<file path="config.mk">
export PLATFORM = sky130hd
export DESIGN_NAME = id_stage
export DESIGN_NICKNAME = d
export VERILOG_FILES = /design/src/rtl/id_stage.sv
export SDC_FILE = /design/constraint.sdc
export NUM_CORES = 2
export LEC_CHECK = 0
export ABC_CLOCK_PERIOD_IN_PS = 1580
export BUFFER_PORTS_ARGS = -buffer_cell sky130_fd_sc_hd__buf_2
export CAP_MARGIN = 0
export CORE_ASPECT_RATIO = 0.6
export CORE_UTILIZATION = 45
export CTS_CLUSTER_DIAMETER = 30
export DETAILED_ROUTE_END_ITERATION = 12
export PLACE_DENSITY_LB_ADDON = 0.05
export SETUP_SLACK_MARGIN = 0.4
export SYNTH_ARGS = -nofsm -noshare
export SYNTH_HDL_FRONTEND = slang
export SYNTH_SLANG_ARGS = --single-unit
</file>
<file path="constraint.sdc">
create_clock -name clk -period 1.58 [get_ports clk]
set_input_delay 0.237 -clock clk [delete_from_list [all_inputs] [get_ports clk]]
set_output_delay 0.237 -clock clk [all_outputs]
set_load 0.05 [all_outputs]
</file>
<file path="src/rtl/id_stage.sv">
// -----------------------------------------------------------------------------
// id_stage -- instruction decode stage of a 5-stage RV32 subset pipeline.
//   * 32x32 register file with a write port driven from WB (x0 hard-wired 0)
//   * decoder for R-ALU, I-ALU, LW, SW, BEQ/BNE, JAL, LUI (anything else = bubble)
//   * load-use hazard detection (Stall_IF) and flush handling (PCSrc_EX)
//   * ID/EX pipeline register driving all *_IDEX outputs
// Configuration macro:
//   WB_BYPASS_EN  defined   -> a WB write to rs1/rs2 in the same cycle is
//                              forwarded into the captured RD1/RD2
//                 undefined -> RD1/RD2 capture the pre-write register content
// -----------------------------------------------------------------------------
module id_stage (
  input  logic        clk,
  input  logic        rst_n,
  input  logic [31:0] Instruc_IFID,
  input  logic [31:0] PC_IFID,
  input  logic        RegWrite_WB,
  input  logic [4:0]  Rd_WB,
  input  logic [31:0] Result_WB,
  input  logic        MemRead_EX,
  input  logic [4:0]  Rd_EX,
  input  logic        PCSrc_EX,
  output logic        Stall_IF,
  output logic [31:0] PC_IDEX,
  output logic [31:0] RD1_IDEX,
  output logic [31:0] RD2_IDEX,
  output logic [31:0] Imm_IDEX,
  output logic [4:0]  Rs1_IDEX,
  output logic [4:0]  Rs2_IDEX,
  output logic [4:0]  Rd_IDEX,
  output logic [3:0]  ALUCtrl_IDEX,
  output logic        ALUSrc_IDEX,
  output logic        MemRead_IDEX,
  output logic        MemWrite_IDEX,
  output logic        RegWrite_IDEX,
  output logic        MemToReg_IDEX,
  output logic        Branch_IDEX,
  output logic        Jump_IDEX
);

  typedef enum logic [6:0] {
    OP_R_ALU = 7'b0110011,
    OP_I_ALU = 7'b0010011,
    OP_LW    = 7'b0000011,
    OP_SW    = 7'b0100011,
    OP_BR    = 7'b1100011,
    OP_JAL   = 7'b1101111,
    OP_LUI   = 7'b0110111
  } opcode_e;

  typedef enum logic [3:0] {
    ALU_ADD   = 4'b0000,
    ALU_SUB   = 4'b0001,
    ALU_AND   = 4'b0010,
    ALU_OR    = 4'b0011,
    ALU_XOR   = 4'b0100,
    ALU_SLL   = 4'b0101,
    ALU_SRL   = 4'b0110,
    ALU_SRA   = 4'b0111,
    ALU_SLT   = 4'b1000,
    ALU_SLTU  = 4'b1001,
    ALU_PASSB = 4'b1010
  } alu_ctrl_e;

  // Everything the ID/EX register carries; an all-zero value is a bubble.
  typedef struct packed {
    logic [31:0] pc;
    logic [31:0] rd1;
    logic [31:0] rd2;
    logic [31:0] imm;
    logic [4:0]  rs1;
    logic [4:0]  rs2;
    logic [4:0]  rd;
    logic [3:0]  alu_ctrl;
    logic        alu_src;
    logic        mem_read;
    logic        mem_write;
    logic        reg_write;
    logic        mem_to_reg;
    logic        branch;
    logic        jump;
  } idex_t;

  // Instruction fields
  logic [6:0]  opcode;
  logic [2:0]  funct3;
  logic        funct7_b5;
  logic [4:0]  rs1_idx;
  logic [4:0]  rs2_idx;
  logic [4:0]  rd_idx;
  logic [31:0] imm_i;
  logic [31:0] imm_s;
  logic [31:0] imm_b;
  logic [31:0] imm_j;
  logic [31:0] imm_u;

  assign opcode    = Instruc_IFID[6:0];
  assign funct3    = Instruc_IFID[14:12];
  assign funct7_b5 = Instruc_IFID[30];
  assign rs1_idx   = Instruc_IFID[19:15];
  assign rs2_idx   = Instruc_IFID[24:20];
  assign rd_idx    = Instruc_IFID[11:7];

  assign imm_i = {{20{Instruc_IFID[31]}}, Instruc_IFID[31:20]};
  assign imm_s = {{20{Instruc_IFID[31]}}, Instruc_IFID[31:25], Instruc_IFID[11:7]};
  assign imm_b = {{19{Instruc_IFID[31]}}, Instruc_IFID[31], Instruc_IFID[7],
                  Instruc_IFID[30:25], Instruc_IFID[11:8], 1'b0};
  assign imm_j = {{11{Instruc_IFID[31]}}, Instruc_IFID[31], Instruc_IFID[19:12],
                  Instruc_IFID[20], Instruc_IFID[30:21], 1'b0};
  assign imm_u = {Instruc_IFID[31:12], 12'b0};

  // Register file storage
  logic [31:0] rf_q [32];
  logic [31:0] rf_rd1;
  logic [31:0] rf_rd2;

  // Decoder outputs
  idex_t dec;
  logic  valid;
  logic  uses_rs1;
  logic  uses_rs2;
  logic  bubble;
  idex_t idex_d;
  idex_t idex_q;

  // Register file: write from WB on the rising edge; x0 is never written.
  // NOTE: the register array is reset explicitly because every register must
  // read 0 after reset; most RAMs are left unreset, this one is flops.
  always_ff @(posedge clk or negedge rst_n) begin
    if (!rst_n) begin
      for (int i = 0; i < 32; i++) rf_q[i] <= '0;
    end else if (RegWrite_WB && (Rd_WB != 5'd0)) begin
      rf_q[Rd_WB] <= Result_WB;
    end
  end

  // Register file read ports (x0 reads 0), with optional WB write-through.
  always_comb begin
    rf_rd1 = (rs1_idx == 5'd0) ? 32'd0 : rf_q[rs1_idx];
    rf_rd2 = (rs2_idx == 5'd0) ? 32'd0 : rf_q[rs2_idx];
`ifdef WB_BYPASS_EN
    if (RegWrite_WB && (Rd_WB != 5'd0) && (Rd_WB == rs1_idx)) rf_rd1 = Result_WB;
    if (RegWrite_WB && (Rd_WB != 5'd0) && (Rd_WB == rs2_idx)) rf_rd2 = Result_WB;
`endif
  end

  // Main decoder: control bits, immediate and which sources are really read.
  // NOTE: every output gets a default first so no path leaves a value
  // unassigned, which would otherwise infer a latch.
  always_comb begin
    dec      = '0;
    valid    = 1'b0;
    uses_rs1 = 1'b0;
    uses_rs2 = 1'b0;
    unique case (opcode)
      OP_R_ALU: begin
        valid         = 1'b1;
        uses_rs1      = 1'b1;
        uses_rs2      = 1'b1;
        dec.reg_write = 1'b1;
        unique case (funct3)
          3'b000:  dec.alu_ctrl = funct7_b5 ? ALU_SUB : ALU_ADD;
          3'b001:  dec.alu_ctrl = ALU_SLL;
          3'b010:  dec.alu_ctrl = ALU_SLT;
          3'b011:  dec.alu_ctrl = ALU_SLTU;
          3'b100:  dec.alu_ctrl = ALU_XOR;
          3'b101:  dec.alu_ctrl = funct7_b5 ? ALU_SRA : ALU_SRL;
          3'b110:  dec.alu_ctrl = ALU_OR;
          default: dec.alu_ctrl = ALU_AND;
        endcase
      end
      OP_I_ALU: begin
        valid         = 1'b1;
        uses_rs1      = 1'b1;
        dec.alu_src   = 1'b1;
        dec.reg_write = 1'b1;
        dec.imm       = imm_i;
        unique case (funct3)
          3'b000:  dec.alu_ctrl = ALU_ADD;   // no SUBI: bit 30 belongs to the immediate
          3'b001:  dec.alu_ctrl = ALU_SLL;
          3'b010:  dec.alu_ctrl = ALU_SLT;
          3'b011:  dec.alu_ctrl = ALU_SLTU;
          3'b100:  dec.alu_ctrl = ALU_XOR;
          3'b101:  dec.alu_ctrl = funct7_b5 ? ALU_SRA : ALU_SRL;
          3'b110:  dec.alu_ctrl = ALU_OR;
          default: dec.alu_ctrl = ALU_AND;
        endcase
      end
      OP_LW: begin
        valid          = 1'b1;
        uses_rs1       = 1'b1;
        dec.alu_src    = 1'b1;
        dec.mem_read   = 1'b1;
        dec.mem_to_reg = 1'b1;
        dec.reg_write  = 1'b1;
        dec.imm        = imm_i;
        dec.alu_ctrl   = ALU_ADD;
      end
      OP_SW: begin
        valid         = 1'b1;
        uses_rs1      = 1'b1;
        uses_rs2      = 1'b1;
        dec.alu_src   = 1'b1;
        dec.mem_write = 1'b1;
        dec.imm       = imm_s;
        dec.alu_ctrl  = ALU_ADD;
      end
      OP_BR: begin
        valid        = 1'b1;
        uses_rs1     = 1'b1;
        uses_rs2     = 1'b1;
        dec.branch   = 1'b1;
        dec.imm      = imm_b;
        dec.alu_ctrl = ALU_SUB;
      end
      OP_JAL: begin
        valid         = 1'b1;
        dec.jump      = 1'b1;
        dec.reg_write = 1'b1;
        dec.imm       = imm_j;
        dec.alu_ctrl  = ALU_ADD;
      end
      OP_LUI: begin
        valid         = 1'b1;
        dec.alu_src   = 1'b1;
        dec.reg_write = 1'b1;
        dec.imm       = imm_u;
        dec.alu_ctrl  = ALU_PASSB;
      end
      default: ;
    endcase
    // Unused indices/data are zeroed so EX forwarding never matches on them.
    dec.pc  = valid ? PC_IFID : 32'd0;
    dec.rs1 = uses_rs1 ? rs1_idx : 5'd0;
    dec.rs2 = uses_rs2 ? rs2_idx : 5'd0;
    dec.rd1 = uses_rs1 ? rf_rd1 : 32'd0;
    dec.rd2 = uses_rs2 ? rf_rd2 : 32'd0;
    dec.rd  = dec.reg_write ? rd_idx : 5'd0;
  end

  // Load-use hazard; a flush overrides it and reset holds it low.
  assign Stall_IF = rst_n && !PCSrc_EX && MemRead_EX && (Rd_EX != 5'd0) &&
                    ((uses_rs1 && (Rd_EX == rs1_idx)) ||
                     (uses_rs2 && (Rd_EX == rs2_idx)));

  assign bubble = PCSrc_EX || Stall_IF;
  assign idex_d = bubble ? '0 : dec;

  // ID/EX pipeline register: loads every cycle, bubble on stall or flush.
  // NOTE: state registers use non-blocking assignments so every flop samples
  // its inputs from before the edge.
  always_ff @(posedge clk or negedge rst_n) begin
    if (!rst_n) idex_q <= '0;
    else        idex_q <= idex_d;
  end

  assign PC_IDEX       = idex_q.pc;
  assign RD1_IDEX      = idex_q.rd1;
  assign RD2_IDEX      = idex_q.rd2;
  assign Imm_IDEX      = idex_q.imm;
  assign Rs1_IDEX      = idex_q.rs1;
  assign Rs2_IDEX      = idex_q.rs2;
  assign Rd_IDEX       = idex_q.rd;
  assign ALUCtrl_IDEX  = idex_q.alu_ctrl;
  assign ALUSrc_IDEX   = idex_q.alu_src;
  assign MemRead_IDEX  = idex_q.mem_read;
  assign MemWrite_IDEX = idex_q.mem_write;
  assign RegWrite_IDEX = idex_q.reg_write;
  assign MemToReg_IDEX = idex_q.mem_to_reg;
  assign Branch_IDEX   = idex_q.branch;
  assign Jump_IDEX     = idex_q.jump;

endmodule

</file>
## Yosys cells after proc, flatten, opt, wreduce, memory -nomap -nowiden

Index checks and enable logic that the tools add are counted.

| storage, ports and cells | value |
|---|---|
| ROM bits | 0 |
| memories kept | 0 |
| output and inout port bits | 155 |
| bits of input ports | 111 |
| logic and storage cells | 124 |
| memory bits (writable) | 0 |
| latch bits | 0 |
| flip-flop bits (word level) | 1,178 |

| operators by class | value |
|---|---|
| equal/unequal tests | 15 |
| add/sub/neg operators | 0 |
| reductions and logical operators | 22 |
| divide/modulo/power cells | 0 |
| shifts and indexed selects | 0 |
| multiplexer cells | 33 |
| bitwise operators | 3 |
| $lt $le $gt $ge | 4 |
| multiply operators | 0 |

Operators by type and width:

| kind | number |
|---|---|
| bitwise mux 1024 bit | 1 |
| binary-select mux 32 bit (select 5 bit) | 2 |
| two-way mux 32 bit | 10 |
| demux 32 bit (select 5 bit) | 1 |
| one-hot mux 32 bit (5 select lines) | 1 |
| two-way mux 154 bit | 1 |
| one-hot mux 4 bit (7 select lines) | 2 |
| equality test 7 x 6 -> 1 bit, second input constant | 3 |
| >= comparator 6 bit, second input constant | 3 |
| inverter 5 -> 6 bit | 3 |
| one-hot mux 4 bit (4 select lines) | 1 |
| two-way mux 5 bit | 3 |
| equality test 7 bit, second input constant | 2 |
| two-way mux 1 bit | 11 |
| equality test 5 bit | 2 |
| zero test 5 bit | 2 |
| nonzero test 5 bit | 2 |
| OR reduction 5 bit | 2 |
| equality test 3 bit, second input constant | 3 |
| logical AND 1 bit | 8 |
| equality test 7 x 2 -> 1 bit, second input constant | 1 |
| equality test 7 x 5 -> 1 bit, second input constant | 1 |
| OR reduction 7 bit | 1 |
| equality test 3 x 2 -> 1 bit, second input constant | 2 |
| 8 further kinds | 9 |

## Logic depth before layout (Yosys ltp)

| logic depth | value |
|---|---|
| depth in word-level cells | 8 |
| gate-level depth with buffers | 9 |
| depth with buffers taken out | 6 |

## Worst setup path after synthesis

Ideal clock, no wire load.

| timing path | value |
|---|---|
| path type | input to register |
| start point | in Instruc_IFID[3] |
| end point | reg idex_q (netlist bit Imm_IDEX[12]) |
| arrival time | 1.947 ns |
| library setup time | 0.142 ns |
| required time | 1.438 ns |
| cell stages on the path | 9 |
| buffers on the path | 3 |
| path slack | -0.510 ns |
| cells stage by stage | buf_2 and4bb_1 and3_2 nand4_2 a21oi_4 or2_1 buf_4 buf_6 a21oi_1 |

RTL lines:

| item | line | source |
|---|---|---|
| start, declared | 15 | `input logic [31:0] Instruc_IFID,` |
| end signal, assigned | 254 | `else idex_q <= idex_d;` |
| end, declared | 124 | `idex_t idex_q;` |

## Worst setup path after layout

| timing path | value |
|---|---|
| start point | in Instruc_IFID[3] |
| end point | out Stall_IF |

| on the way | value |
|---|---|
| longest elaborated chain between the ends | 6 |
| elaborated cells on any way between the ends | 13 |
| those cells by class | eq/ne: 5; mux: 2; reduce/logical: 6 |

RTL lines:

| item | line | source |
|---|---|---|
| equality test 7 bit, or another cell as far along | 155 | `unique case (opcode)` |
| OR reduction 5 bit (no line) / OR reduction 3 bit (equally long branches) | -- |  |
| two-way mux 1 bit | 155 |  |
| logical AND 1 bit, on equally long branches | 243, 244 |  |
| logical OR 1 bit (*) | 243 | `((uses_rs1 && (Rd_EX == rs1_idx)) \|\|` |
| logical AND 1 bit (*) | 242 | `assign Stall_IF = rst_n && !PCSrc_EX && MemRead_EX && (Rd_EX != 5'd0) &&` |
| end, declared | 23 | `output logic Stall_IF,` |

Mark *: on every way between the ends. The rest lies on a longest branch, timed or not.

==> flow_summary.ini <==
[synth]
seq_area_frac_synth = 0.4889
yosysTopAreaCell = dfrtp_1
syn_nets = 4626
synthCells = 4515
synth_cell_types = 48
synth.ff_latch_count = 1177
synthTopCellsByArea = dfrtp_1 (49%), mux2_2 (20%), mux4_2 (9.6%)
ys_warn_count = 0
avgSynthCellArea_um2 = 13.34
yosysTopAreaCellShare = 0.4889
syn_area_um2 = 60240

[timing]
hold_ws_ns = 0.06338
slew_violations = 0
period_share = 1.121
fmax_mhz = 564.6
tightest_slew_ns = 0.7665
final_hold_viol_count = 0
rsz0062_at_grt = true
fin_tns_setup_ns = -5.250
setup_ws_ns = -0.1913
relSlewSlack = 0.4879
post-route-min-period_ns = 1.771
clock_skew_ns = 0.02874
setup_viol = 93

[layout]
final_common_cell = dfrtp_1
multi_input_area_um2 = 31570
drive_gt1_frac = 0.5422
final_area_um2 = 80540
layout_common_cells = dfrtp_1 (1157), mux2_2 (730), mux2i_1 (448)
layout.nets = 5254
fillers = 10289
final-seq-area_um2 = 29480
syn_to_final_growth_pct = 33.70

[power]
p_per_area_nw_per_um2 = 1294
finalPower_w = 0.1042
leakage_nw = 36.51
ir_worst_vdd_uv = 1131

[drt]
drt_first_iter_violations = 3768
wl_per_cell_um = 31.65
ant_nets = 0
drc_errors = 0
dr_total_vias = 44058
vias_per_cell = 6.197
drt_wl_total_mm = 225.1
first_pass_iters = 5

[place]
dp_hpwl_mm = 146.0
pre_cts_slack_ns = -0.6008
numPortBuffers = 265
gp_congestion = 0.8525
placed_cell_area_um2 = 70010

[floorplan]
die_w_um = 474.4
die_y_um = 285.4
die_area_um2 = 135400
core-area_um2 = 132200
num_rows = 103
start_util = 0.4556
num_io_pins = 266

[min_path]
hold_start = Instruc_IFID[1]
hold_class = primary input to flop
holdPathEnd = PC_IDEX[31]
hold_depth = 5

[cts]
cts.clk_slew.worst_paths_ns = 0.06
cts_buffers = 203
cts.sinks = 1177
htree_levels = 4
cts_tree = yes
worst_skew_pair.late_latency_ns = 0.82
clockBufferDepth = 3
cts_root_buf = clkbuf_16

[worst_setup_path]
crit_arrival_ns = 1.53
path_class = primary input to output pin
rrSetupSlack_ns = -0.03
setup.worst_path.end_class = output pin
reg2reg_to = RD1_IDEX[2]
required_ns = 1.34
crit_path_max_fanout = 3
r2r_cells = 5
r2r_start = rf_q[898]
startpoint_type = primary input

[global_routing]
grt_pass1_vias = 44559
grt.total_usage = 0.3330
grt_pass1_wl_mm = 326.8
antenna_found_initial = 11
grt_max_degree = 71
overflow = 0

[flow_run]
cap_violations = 0

[status]
status = finished, violations left
violations = setup timing
[metal layers]
metal  GRT usage  wire length, um  share of wire  vias up
li1            -                -              -    18427
met1      0.4959           102700           0.46    23498
met2      0.4863            98610           0.44     1762
met3     0.07228            17680          0.079      371
met4     0.09634             6072          0.027        0
met5           0                0              0        -
[repair_timing]
item	in CTS	in global routing
pin swaps	145	93
gates cloned	4	0
buffers inserted	15	15
endpoints found under the setup margin	331	410
gates resized for setup	533	226
endpoints found under the hold margin	1055	1
hold buffers	57	1
[power by group]
| part | leakage [nW] | switching, W | total, W | internal [W] |
|---|---|---|---|---|
| Clock | 3.47 | 0.0172 | 0.0463 | 0.0291 |
| Combinational | 17.8 | 0.00793 | 0.0187 | 0.0108 |
| Sequential | 15.2 | 0.00398 | 0.0392 | 0.0352 |
[cells by family (layout without fill, tap and decap cells)]
kind of cell,Yosys count,after routing,share of synthesized area
muxes,1761,1761,0.3677
DFF,1177,1177,0.4889
AOI/OAI and AO/OA,690,690,0.07157
buffers and inverters,484,1291,0.03512
and+or+nand+nor,393,394,0.03525
xor gates and xnor gates,10,10,0.001454
other,0,2,0
[area by class of cell]
cell class,count,area share
diodes,2,0.00006214
clock buffers,241,0.06875
clock inverters,144,0.02097
multi-input cells,2855,0.3919
flip-flops and latches,1177,0.3660
well taps,1785,0.02773
repair buffers,906,0.1246
[cell usage after synthesis (all sizes together)]
library cell / instances
and3: 76
nand2b: 4
dfrtp: 1177
mux2: 1056
a21o: 1
and4bb: 1
buf: 182
clkbuf: 302
or4: 1
or2: 2
xnor2: 4
o21bai: 1
nor4b: 1
mux2i: 449
and4: 1
mux4: 256
nand4bb: 1
and3b: 1
a211oi: 1
nand2: 48
nand3b: 5
o21ai: 199
nor3b: 6
nand4: 1
a22o: 1
nor2: 38
a21oi: 222
and2: 46
a221oi: 128
or3b: 1
nor2b: 7
nand3: 71
o211a: 1
o211ai: 3
a22oi: 133
xor2: 6
nor3: 80
nor4: 2
[worst max path at each step]
stage / to / cells after the start / from
CTS: RD2_IDEX[26] / 1 / RD2_IDEX[26]
floorplan: Imm_IDEX[12] / 9 / Instruc_IFID[3]
detailed placement: rf_q[900] / 5 / Rd_WB[4]
finish: Stall_IF / 8 / Instruc_IFID[3]
global route: Stall_IF / 9 / Rd_EX[1]
global placement: rf_q[925] / 5 / Rd_WB[4]
[state kept, by name, summed over array words and instances, names as in the netlist]
name           flops
rf_q            1024
Imm_IDEX          32
PC_IDEX           32
RD1_IDEX          32
RD2_IDEX          32
Rd_IDEX            5
Rs1_IDEX           5
Rs2_IDEX           5
ALUCtrl_IDEX       4
ALUSrc_IDEX        1
Branch_IDEX        1
Jump_IDEX          1
MemRead_IDEX       1
MemWrite_IDEX      1
RegWrite_IDEX      1
[critical path, stage by stage]
cell and delay, ns:
buf_2 0.11, nand4bb_1 0.27, a21oi_4 0.25, o211ai_2 0.15
a21oi_4 0.17, buf_12 0.13, buf_6 0.09, buf_12 0.12
[metrics by stage]
| stage | utilization | std cells |
|---|---|---|
| after global placement | 0.5295 | 6631 |
| after floorplan | - | 4515 |
| after global routing | 0.6091 | 7109 |
| final | 0.6092 | 7110 |
| after CTS | 0.6027 | 7092 |
| after detailed placement | 0.5295 | 6631 |
Note: power is estimated with default switching activity, not from simulation.
